File: src/rtl/result_fetch.sv
// Result read-back engine: issues one DataMover MM2S command per start code, filters the
// returned softmax words and streams surviving keypoints with their cell index.
module result_fetch #(
   parameter logic [31:0] SRC_ADDR   = 32'h7000_0000,
   parameter int          NUM_WORDS  = 4800,
   parameter logic [15:0] THRESH     = 16'h0100,
   parameter logic [7:0]  DUSTBIN_ID = 8'd64,
   parameter logic [31:0] START_CODE = 32'h0000_00BB
) (
   input  logic        clk,
   input  logic        rstn,
   input  logic [31:0] gpio_io_i,
   output logic [31:0] gpio_io_o,
   output logic        m_axis_mm2s_cmd_tvalid,
   input  logic        m_axis_mm2s_cmd_tready,
   output logic [71:0] m_axis_mm2s_cmd_tdata,
   input  logic [31:0] s_axis_mm2s_tdata,
   input  logic        s_axis_mm2s_tvalid,
   input  logic        s_axis_mm2s_tlast,
   output logic        s_axis_mm2s_tready,
   output logic [39:0] m_axis_kp_tdata,
   output logic        m_axis_kp_tvalid,
   input  logic        m_axis_kp_tready
);

   localparam logic [2:0] ST_IDLE   = 3'd0;
   localparam logic [2:0] ST_CMD    = 3'd1;
   localparam logic [2:0] ST_STREAM = 3'd2;
   localparam logic [2:0] ST_DRAIN  = 3'd3;
   localparam logic [2:0] ST_DONE   = 3'd4;

   localparam logic [22:0] BTT      = 23'(NUM_WORDS * 4);
   localparam logic [12:0] LAST_IDX = 13'(NUM_WORDS - 1);
   localparam logic [12:0] KP_MAX   = 13'h1FFF;

   logic [2:0]  state_q, state_d;
   logic [12:0] word_cnt_q, word_cnt_d;
   logic [12:0] kp_count_q, kp_count_d;
   logic        err_len_q, err_len_d;
   logic        kp_valid_q, kp_valid_d;
   logic [39:0] kp_data_q, kp_data_d;

   logic wordAccept;
   logic wordKeep;
   logic atLastIdx;
   logic frameEnd;
   logic busy;
   logic done;
   logic unusedTdataHi;

   // Upper byte of each result word carries nothing useful.
   assign unusedTdataHi = ^s_axis_mm2s_tdata[31:24];

   // {DRR, EOF, DSA=0, INCR, BTT} with the buffer address above and a zero tag/reserved byte.
   assign m_axis_mm2s_cmd_tdata  = {8'h00, SRC_ADDR, 1'b1, 1'b1, 6'b0, 1'b1, BTT};
   assign m_axis_mm2s_cmd_tvalid = (state_q == ST_CMD);

   assign s_axis_mm2s_tready = (state_q == ST_STREAM) && (!kp_valid_q || m_axis_kp_tready);
   assign wordAccept = s_axis_mm2s_tvalid && s_axis_mm2s_tready;
   assign wordKeep   = (s_axis_mm2s_tdata[23:16] != DUSTBIN_ID) &&
                       (s_axis_mm2s_tdata[15:0] >= THRESH);
   assign atLastIdx  = (word_cnt_q == LAST_IDX);
   assign frameEnd   = wordAccept && (s_axis_mm2s_tlast || atLastIdx);

   assign busy = (state_q == ST_CMD) || (state_q == ST_STREAM) || (state_q == ST_DRAIN);
   assign done = (state_q == ST_DONE);

   assign gpio_io_o        = {3'b0, kp_count_q, 13'b0, err_len_q, done, busy};
   assign m_axis_kp_tdata  = kp_data_q;
   assign m_axis_kp_tvalid = kp_valid_q;

   always_comb begin
      state_d    = state_q;
      word_cnt_d = word_cnt_q;
      kp_count_d = kp_count_q;
      err_len_d  = err_len_q;
      kp_valid_d = kp_valid_q;
      kp_data_d  = kp_data_q;

      if (gpio_io_i == 32'd0) begin
         state_d    = ST_IDLE;
         word_cnt_d = '0;
         kp_count_d = '0;
         err_len_d  = 1'b0;
         kp_valid_d = 1'b0;
         kp_data_d  = '0;
      end else begin
         // A pending keypoint releases on its handshake; a new load below overrides this.
         if (kp_valid_q && m_axis_kp_tready) begin
            kp_valid_d = 1'b0;
         end

         case (state_q)
            ST_IDLE: begin
               if (gpio_io_i == START_CODE) begin
                  state_d    = ST_CMD;
                  word_cnt_d = '0;
                  kp_count_d = '0;
                  err_len_d  = 1'b0;
               end
            end
            ST_CMD: begin
               if (m_axis_mm2s_cmd_tready) begin
                  state_d = ST_STREAM;
               end
            end
            ST_STREAM: begin
               if (wordAccept) begin
                  word_cnt_d = word_cnt_q + 13'd1;
                  if (wordKeep) begin
                     kp_valid_d = 1'b1;
                     kp_data_d  = {3'b0, word_cnt_q, s_axis_mm2s_tdata[23:0]};
                     if (kp_count_q != KP_MAX) begin
                        kp_count_d = kp_count_q + 13'd1;
                     end
                  end
                  // Only tlast landing exactly on the final index is a clean end.
                  if (frameEnd) begin
                     state_d = ST_DRAIN;
                     if (!(s_axis_mm2s_tlast && atLastIdx)) begin
                        err_len_d = 1'b1;
                     end
                  end
               end
            end
            ST_DRAIN: begin
               if (!kp_valid_q) begin
                  state_d = ST_DONE;
               end
            end
            ST_DONE: begin
               state_d = ST_DONE;
            end
            default: begin
               state_d = ST_IDLE;
            end
         endcase
      end
   end

   always_ff @(posedge clk) begin
      if (!rstn) begin
         state_q    <= ST_IDLE;
         word_cnt_q <= '0;
         kp_count_q <= '0;
         err_len_q  <= 1'b0;
         kp_valid_q <= 1'b0;
         kp_data_q  <= '0;
      end else begin
         state_q    <= state_d;
         word_cnt_q <= word_cnt_d;
         kp_count_q <= kp_count_d;
         err_len_q  <= err_len_d;
         kp_valid_q <= kp_valid_d;
         kp_data_q  <= kp_data_d;
      end
   end

endmodule

File: config.mk
export PLATFORM = sky130hd
export DESIGN_NAME = result_fetch
export DESIGN_NICKNAME = d
export VERILOG_FILES = /design/src/rtl/result_fetch.sv
export SDC_FILE = /design/constraint.sdc
export NUM_CORES = 1
export LEC_CHECK = 0
export CAP_MARGIN = 20
export CORE_ASPECT_RATIO = 0.75
export CORE_MARGIN = 4
export CORE_UTILIZATION = 38
export DETAILED_ROUTE_END_ITERATION = 10
export GPL_TIMING_DRIVEN = 0
export PLACE_DENSITY_LB_ADDON = 0.25
export RECOVER_POWER = 25
export SYNTH_ARGS = -nofsm -noshare
export SYNTH_HDL_FRONTEND = slang
export SYNTH_SLANG_ARGS = --single-unit
File: constraint.sdc
create_clock -name clk -period 3 [get_ports clk]
set_clock_uncertainty 0.1 [all_clocks]
set_input_delay 0.6 -clock clk [delete_from_list [all_inputs] [get_ports clk]]
set_output_delay 0.6 -clock clk [all_outputs]
set_load 0.1 [all_outputs]
==> results of run 1 <==
through the flow:
| stage | area [µm²] | hold WS [ns] | util |
|---|---|---|---|
| after detailed placement | 5370 | 0.346 | 0.579 |
| after CTS | 5680 | 0.354 | 0.613 |
| final | 5710 | 0.349 | 0.616 |
| after global routing | 5710 | 0.369 | 0.616 |
| after floorplan | 4040 | 0.338 | - |
| after global placement | 5370 | 0.343 | 0.579 |
power by group through the flow:
| stage | clock network, mW | logic [mW] | registers (mW) |
|---|---|---|---|
| CTS | 1.09 | 0.699 | 0.903 |
| floorplan | 0 | 0.605 | 0.923 |
| global placement | 0 | 0.697 | 0.923 |
| finish | 1.08 | 0.708 | 0.903 |
| detailed placement | 0 | 0.698 | 0.923 |
| global route | 1.14 | 0.727 | 0.903 |
final timing paths:
| check | slack (ns) | cells after the start | start | end |
|---|---|---|---|---|
| max | 0.05 | 4 | m_axis_kp_tready | s_axis_mm2s_tready |
| min | 0.35 | 2 | m_axis_kp_tdata[30] | m_axis_kp_tdata[30] |
| max reg2reg | 0.39 | 8 | kp_count_q[0] | kp_count_q[6] |
| min reg2reg | 0.35 | 2 | m_axis_kp_tdata[30] | m_axis_kp_tdata[30] |
tightest hold or removal path: stages (launching register included):
cell and delay [ns]:
dfxtp_1 0.30, nand2_1 0.05, a21oi_1 0.05
cell families after synthesis:
kind of cell	count (synthesis)	share of synthesized area
xor+xnor	11	0.0260
simple gates	190	0.256
fa+ha+maj	2	0.00676
buf+inv	120	0.222
flops	68	0.368
other cells	2	0.00203
mux	1	0.00271
compound gates	76	0.116
layout make-up:
class / instances / area, µm² / share of cell area
multi-input combinational: 371 / 1880 / 0.329
sequential: 68 / 1360 / 0.238
timing repair buffer: 118 / 1170 / 0.205
buffer: 117 / 817 / 0.143
clock buffer: 11 / 253 / 0.0442
tap: 128 / 160 / 0.0280
clock inverter: 5 / 60.1 / 0.0105
inverter: 3 / 11.3 / 0.00197
cells in the mapped netlist (4+ instances only):
master	count	share of area
nand3_1	8	0.011
nor2_1	21	0.021
buf_4	94	0.19
a21oi_1	54	0.073
nand4_1	7	0.012
or4_1	10	0.020
o31ai_1	10	0.020
nor4_1	18	0.030
xnor2_1	11	0.026
and3_1	4	0.0068
nor3_1	6	0.0081
dfxtp_1	68	0.37
and4_1	6	0.014
nand2_1	92	0.093
clkbuf_1	19	0.019
repair_timing:
action                                  CTS  global route
hold buffers                              0             0
buffers inserted                          0             0
cloned                                    0             0
endpoints found under the setup margin   23            19
resized for setup                         4            14
placed cells by master, fill, tap and decap left out, types with 2 or more instances in the layout:
| master | n |
|---|---|
| nor4_2 | 2 |
| clkbuf_1 | 17 |
| buf_4 | 95 |
| buf_6 | 2 |
| nor4b_1 | 2 |
| nor4_1 | 17 |
| nand2_1 | 92 |
| nor4bb_1 | 2 |
| clkbuf_8 | 2 |
| dfxtp_1 | 68 |
| a21oi_1 | 54 |
| clkbuf_2 | 3 |
| nor2_1 | 21 |
| and4_1 | 6 |
| clkbuf_4 | 2 |
| o21a_1 | 2 |
| nand4_1 | 7 |
| and3_1 | 4 |
| inv_1 | 3 |
| dlygate4sd3_1 | 26 |
| or4_1 | 10 |
| or3_1 | 2 |
| nand3_1 | 8 |
| clkdlybuf4s50_1 | 87 |
| nor3_1 | 6 |
| clkbuf_16 | 9 |
| o31ai_1 | 9 |
| and2_1 | 3 |
| xnor2_1 | 11 |
| clkinv_4 | 2 |
| ha_1 | 2 |
| o21ai_0 | 3 |
| conb_1 | 91 |
state kept, by name, indices dropped and copies added, names as in the netlist:
| signal | cells |
|---|---|
| err_len_q | 1 |
| state_q | 3 |
| kp_count_q | 13 |
| m_axis_kp_tdata | 37 |
| word_cnt_q | 13 |
| m_axis_kp_tvalid | 1 |
per-layer routing:
layer	wire length [µm]	up-vias	global-route usage
met2	5580	146	0.322
met5	0	-	0
met1	4260	1659	0.211
met3	872	13	0.0520
met4	179	0	0.0466
li1	-	1871	-
==> impl_metrics.tcl, run 1 <==
set metrics [dict create \
    outcome "complete, no violations" \
    worstMarginPinSlew_ns 1.03 \
    slowest_stage "dlygate4sd2_1" \
    worst_setup_path_start_kind "input port" \
    max_cap_violations 0 \
    port_buffers 117 \
    sw_frac_of_total 0.348 \
    num_io_pins 217 \
    grt_max_degree 13 \
    hold_violations 0 \
    wl_mm 10.9 \
    syn2layout_area_growth_pct 54.4 \
    crit_chain "clkdlybuf4s50_1 -> nand2b_1 -> and3_1 -> dlygate4sd2_1" \
    power_mw 2.69 \
    fin_ws_ns 0.0483 \
    stdcell_count 821 \
    async_reset_ff_frac 0 \
    cpLargestDelayFamily "buffers and inverters" \
    dieHeight_um 93.5 \
    clock_path_buffers 2 \
    ys_ff_latch 68 \
    grtUsageTotal 0.180 \
    min_period_ns 2.95 \
    drive_gt1_frac 0.183 \
    grt_pass1_vias 3370 \
    gp_congestion 0.782 \
    avgSynthCellArea_um2 7.87 \
    critPathRequiredTime_ns 2.30 \
    p_sw_mw 0.936 \
    finalMaxSlewViolations 0 \
    dieArea_um2 11400 \
    cts_made_buffers 9 \
    grt_pass1_wl_mm 16.5 \
    synthCells 470 \
    drc 0 \
    peakVddDrop_mv 0.267 \
    p_int_mw 1.75 \
    dp_hpwl_mm 8.55 \
    critPathKind "in -> out" \
    p_leak_nw 2.41 \
    cp_num_buf_inv 2 \
    hold_class "reg -> reg" \
    avgViaCountPerCell 4.49 \
    wl_per_cell_um 13.3 \
    initial_core_util 0.399 \
    antenna_left 0 \
    netlist_area_um2 3700 \
    die_x_um 122 \
    coreArea_um2 9270 \
    max_stage_delay_ns 0.86 \
    clock-sinks 68 \
    clockPowerShare 0.400 \
    root_buffer "clkbuf_16" \
    p_per_area_nw_per_um2 471 \
    path_max_fanout 3 \
    num-nets-final 760 \
    maxSlewHeadroom 0.310 \
    num_rows 30 \
    clk_latency_ns 0.33 \
    p_seq_frac 0.336 \
    tritoncts "yes" \
    power_frac_comb 0.264 \
    diodes 0 \
    rsz0062_at_grt "true" \
    arrival_ns 2.25 \
    synth-main-ff-cell "dfxtp_1" \
    grt_overflow_total 0 \
    ys_types 42 \
    fillers 817 \
    max_freq_mhz 339 \
    antenna_found_initial 0 \
    initialDrtViolationCount 256 \
    fin_crit_sh 0.984 \
    h-tree-depth 3 \
    yosys_warnings 0 \
    dr_total_vias 3689 \
    setup_viol 0 \
    synth_edf_count 0 \
    tns_ns 0 \
    cp-end-kind "output port" \
    dp_cells 804 \
    seq_area_frac_synth 0.368 \
    cts.clk_slew.worst_paths_ns 0.06 \
    dp_slack_ns -0.398 \
    dr.pass1.iters 5 \
]
Power figures use the tool's default switching activity.
==> run 2, diff against run 1 <==
--- a/config.mk
+++ b/config.mk
@@ -5,14 +5,16 @@
 export SDC_FILE = /design/constraint.sdc
 export NUM_CORES = 1
 export LEC_CHECK = 0
+export ABC_AREA = 1
 export CAP_MARGIN = 20
 export CORE_ASPECT_RATIO = 0.75
 export CORE_MARGIN = 4
-export CORE_UTILIZATION = 38
+export CORE_UTILIZATION = 41
 export DETAILED_ROUTE_END_ITERATION = 10
 export GPL_TIMING_DRIVEN = 0
 export PLACE_DENSITY_LB_ADDON = 0.25
 export RECOVER_POWER = 25
+export SLEW_MARGIN = 5
 export SYNTH_ARGS = -nofsm -noshare
 export SYNTH_HDL_FRONTEND = slang
 export SYNTH_SLANG_ARGS = --single-unit
==> run 2 against run 1 <==
  * Combinational power grew to 3.5 times the previous value
  * Utilization shrank 0.52 points
  * Register-to-register slack gained 0.35 ns
  * Critical path depth is the same
  * Clock power is essentially flat
  * Sequential share of layout area shrank 2.5 points
  * Die area grew 11%
  * Sequential power grew 20%
  * Global-route usage grew 1.2 points
  * Maximum frequency grew 2.4%
  * Synthesized cell count grew 44%
  * Cell count grew 26%
  * Critical endpoint is now gpio_io_o[0]
  * Largest power group is now combinational logic
==> impl_metrics.tcl, run 2 <==
set metrics [dict create \
    outcome "complete, no violations" \
    num_rows 32 \
    synthTopCellsByArea "dfxtp_1, buf_4, nor2_1" \
    worstRegToRegCells 9 \
    diodes 0 \
    hold_violations 0 \
    min_from "err_len_q" \
    worst_hold_slack_ns 0.373 \
    gp_congestion 0.911 \
    async_reset_ff_frac 0 \
    maxSlewHeadroom 0.313 \
    p_per_area_nw_per_um2 734 \
    synthCells 676 \
    grt_max_degree 12 \
    critPathRequiredTime_ns 2.30 \
    clk_latency_ns 0.34 \
    grtUsageTotal 0.192 \
    netlist_area_um2 4450 \
    cts_made_buffers 9 \
    dr_total_vias 4454 \
    utilization 0.611 \
    fin_crit_sh 0.961 \
    crit_start "state_q[1]" \
    synth-main-ff-cell "dfxtp_1" \
    cts.clk_slew.worst_paths_ns 0.05 \
    final_cell_mix "nor2_1, clkdlybuf4s50_1, nand2_1" \
    synth_edf_count 0 \
    dieHeight_um 98.2 \
    peakVddDrop_mv 0.574 \
    root_buffer "clkbuf_16" \
    wl_per_cell_um 12.1 \
    avgViaCountPerCell 4.31 \
    tritoncts "yes" \
    worstMarginPinSlew_ns 1.03 \
    grt_pass1_vias 3919 \
    ys_types 35 \
    max_freq_mhz 347 \
    slowest_stage "clkdlybuf4s50_1" \
    max_stage_delay_ns 1.14 \
    crit_chain "nor2_1 -> nor2_1 -> buf_4 -> clkdlybuf4s50_1" \
    port_buffers 117 \
    ff2ff_setup_slack_ns 0.74 \
    dp_hpwl_mm 9.82 \
    max_cap_violations 0 \
    initialDrtViolationCount 207 \
    yosys-top-cells-count "nor2_1, nand2_1, buf_4, inv_1, dfxtp_1" \
    ys_ff_latch 68 \
    seq_area_frac_synth 0.306 \
    largest_reg_flops 37 \
    grt_pass1_wl_mm 19.5 \
    hold_class "reg -> reg" \
    cp-end-kind "output port" \
    hold_end "err_len_q" \
    syn2layout_area_growth_pct 43.4 \
    num-nets-final 965 \
    worstReg2RegStart "state_q[2]" \
    clock-sinks 68 \
    num_io_pins 217 \
    finalMaxSlewViolations 0 \
    min_period_ns 2.88 \
    yosys.area.top_type "dfxtp_1" \
    synth.most_common_cell "nor2_1" \
    r2r-end "m_axis_kp_tdata[33]" \
    die_x_um 128 \
    grt_overflow_total 0 \
    path_max_fanout 4 \
    initial_core_util 0.426 \
    hold_depth 2 \
    rsz0062_at_grt "false" \
    p_leak_nw 3.03 \
    setup_viol 0 \
    antenna_left 0 \
    crit_top_cell "nor2_1" \
    worst_setup_path_start_kind "register" \
    synth_top_area_share 0.306 \
    wl_mm 12.5 \
    mostFrequentLayoutCell "nor2_1" \
    dieArea_um2 12600 \
    avgSynthCellArea_um2 6.59 \
    dr.pass1.iters 5 \
    coreArea_um2 10500 \
    yosys_warnings 0 \
    arrival_ns 2.18 \
    clock_path_buffers 2 \
    drive_gt1_frac 0.149 \
    critPathKind "reg -> out" \
    drc 0 \
    cts_hold_buf 0 \
    antenna_found_initial 0 \
    h-tree-depth 3 \
    tns_ns 0 \
]
==> run 2: cell count changes in the layout (fill, tap and decap cells not counted), sizes merged, moves of 18 or more <==
cell / change
a21oi: -28
nand4: +18
inv: +84
dlygate4sd3: -25
nand2: +21
o21ai: +26
nor2: +117
nor4: -19
clkdlybuf4s50: +27
nand3: +19
==> run 2: report_power, final <==
| part | internal, mW | switching, mW | leakage, nW | total [mW] |
|---|---|---|---|---|
| Combinational | 0.571 | 1.93 | 2.33 | 2.50 |
| Clock | 0.719 | 0.384 | 0.148 | 1.10 |
| Sequential | 1.01 | 0.0720 | 0.550 | 1.08 |
==> run 2: cell type report <==
type / count / area, µm²
tap: 136 / 170
fill: 965 / 4070
multi-input combinational: 493 / 2220
clock buffer: 10 / 229
timing repair buffer: 117 / 1160
clock inverter: 5 / 77.6
inverter: 87 / 327
sequential: 68 / 1360
buffer: 117 / 832
==> run 2: metal layers <==
metal	vias up	wire [µm]	GRT usage	part of all wire
met5	-	0	0	0
met1	1918	5460	0.247	0.44
met3	15	1120	0.0672	0.090
met2	167	5750	0.307	0.46
met4	0	183	0.0538	0.015
li1	2354	-	-	-
==> run 2: how the worst max path moves through the flow <==
stage / endpoint / slack [ns]
2_1_floorplan: s_axis_mm2s_tready / 0.12
3_3_place_gp: s_axis_mm2s_tready / -0.18
3_5_place_dp: s_axis_mm2s_tready / -0.18
4_1_cts: s_axis_mm2s_tready / 0.02
5_1_grt: m_axis_kp_tdata[15] / 0.04
6_report: gpio_io_o[0] / 0.12
==> run 2: logic make-up after synthesis <==
kind of cell    after synthesis  synth area share
compound gates               72            0.0927
xor+xnor                     11            0.0216
fa+ha+maj                     2           0.00562
buf+inv                     204             0.266
flops                        68             0.306
other cells                   2           0.00169
simple gates                317             0.307
==> run 2: timing repair <==
action / 4_1_cts / 5_1_grt
gates resized for setup: 2 / 2
gates cloned: 0 / 0
setup buffers: 0 / 0
endpoints found under the setup margin: 2 / 1
==> run 2: through the flow <==
step | setup WS [ns] | power [mW] | cell area (µm²) | std cells
2_1_floorplan | 0.122 | 3.12 | 4790 | 765
3_3_place_gp | -0.184 | 3.61 | 6130 | 1018
3_5_place_dp | -0.183 | 3.62 | 6130 | 1018
4_1_cts | 0.0228 | 4.73 | 6430 | 1033
5_1_grt | 0.0389 | 4.91 | 6380 | 1033
6_report | 0.117 | 4.69 | 6380 | 1033
==> run 2: critical path: cells and delay by family (launching register included) <==
| family | cells | cell delay (ns) |
|---|---|---|
| AND/OR/NAND/NOR | 2 | 0.19 |
| buffers and inverters | 2 | 1.25 |
| flip-flops | 1 | 0.41 |
==> patch: new RTL, config.mk and constraints of run 1 <==
The parameter `THRESH` goes from 16'h0100 to 16'h0080.
--- a/src/rtl/result_fetch.sv
+++ b/src/rtl/result_fetch.sv
@@ -3,7 +3,7 @@
 module result_fetch #(
    parameter logic [31:0] SRC_ADDR   = 32'h7000_0000,
    parameter int          NUM_WORDS  = 4800,
-   parameter logic [15:0] THRESH     = 16'h0100,
+   parameter logic [15:0] THRESH     = 16'h0080,
    parameter logic [7:0]  DUSTBIN_ID = 8'd64,
    parameter logic [31:0] START_CODE = 32'h0000_00BB
 ) (
Check against the original RTL: not equivalent (Yosys sat finds a counterexample within 4 cycles, from zero or initial values).
==> patch against run 1 <==
  * Total power up 1.0%
  * Critical path depth unchanged
  * Area after synthesis up 0.95%
  * Sequential power about the same
  * Count of clock-buffer cells in the layout up 1
  * Setup slack better by 68 ps
  * Routed wire length down 6.8%
  * Cell area up 0.72%
  * Sequential cell count unchanged
  * Synthesized cell count down 8.5%
  * Non-clock buffer count down 7
  * Highest routed layer unchanged
==> patch: results (changes against run 1) <==
Outcome
  – Outcome: finished clean

Setup path
  – CP Launch Type: flop
  – Worst Path Arrival: 2180 ps (-70 ps)
  – Reg-to-reg startpoint: state_q[2]
  – Worst-path fanout max: 9 (+6)
  – CP endpoint: gpio_io_o[0]
  – Reg2reg setup slack: 320 ps (-70 ps)
  – Reg-to-Reg End: m_axis_kp_tdata[15]

Hold path
  – WHS Endpoint: err_len_q
  – Hold_sp: err_len_q

Placed design
  – Dpl hpwl: 8.20 mm (-4.1%)
  – Pre-CTS setup slack: -510 ps (-112 ps)
  – GPL Wtd Cong: 0.776 (-0.72%)
  – Area post-placement: 5410 um^2 (+0.75%)
  – Placed Cells: 768 (-4.5%)

GRT
  – Met2 Usage GRT: 29.1% (-3.1 points)
  – Vias in the first global route: 3081 (-8.6%)
  – Met1 GRT Util: 22.6% (+1.5 points)
  – First-pass GRT wire length: 15.9 mm (-3.6%)
  – Met3 GRT Util: 3.61% (-1.6 points)

Cells and area
  – Fill count: 885 (+8.3%)
  – Final Non-Filler Cells: 784 (-4.5%)

Route
  – Met2 WL post-DR: 5.11 mm (-8.3%)
  – DR WL met3: 568 um (-35%)
  – WL/cell: 12.9 um (-2.4%)
  – Post-DR vias/cell: 4.24 (-5.6%)
  – 1st-iter DRT viols: 200 (-22%)

Power
  – Psw: 0.000938 W (+0.20%)
  – Total power: 0.00272 W (+1.0%)
  – Leak Pwr: 2.82 nW (+17%)
  – Clk pwr share: 40.6% (+0.6 points)
  – Worst vdd ir: 0.000342 V (+28%)

Yosys
  – XOR/XNOR Fraction of Synth Area: 2.11% (-0.49 points)
  – Mean post-synth cell area: 8.69 um^2 (+10%)
  – Post-synthesis adder-cell area fraction: 0.670% (-0.0063 points)
  – Mux cell area share after synthesis: 10.2% (+9.9 points)

STA
  – Slew HR: 32.5% (+1.5 points)
  – Hold_ws: 370 ps (+20.9 ps)
  – Tcrit/Tclk final: 96.1% (-2.3 points)
==> patch: cell count changes after synthesis, moves of 10 or more <==
| cell | change |
|---|---|
| xnor2_1 | -10 |
| a21oi_1 | -35 |
| nand2_1 | -73 |
| nor2_1 | +35 |
| mux2i_1 | +37 |
| clkbuf_1 | -11 |
==> patch: area by class of cell <==
cell class                      instances  area, um^2  area share, %
Multi-Input combinational cell        337        1920           33.4
Inverter                                3        11.3          0.196
Sequential cell                        68        1360           23.7
Clock buffer                           12         267           4.63
Timing Repair Buffer                  117        1170           20.4
Tap cell                              132         165           2.87
Buffer                                111         798           13.9
Clock inverter                          4        55.1          0.957
==> patch: worst max-delay path, stage by stage, from the launching register on <==
cell and delay, ps:
dfxtp_1 290, clkbuf_1 190, nor2_1 150, buf_4 110, clkdlybuf4s50_1 1120
==> patch: repair_timing <==
| action | in CTS | in global routing |
|---|---|---|
| pin swaps | 0 | 0 |
| hold buffers | 0 | 0 |
| endpoints found under the setup margin | 42 | 20 |
| resized for setup | 6 | 5 |
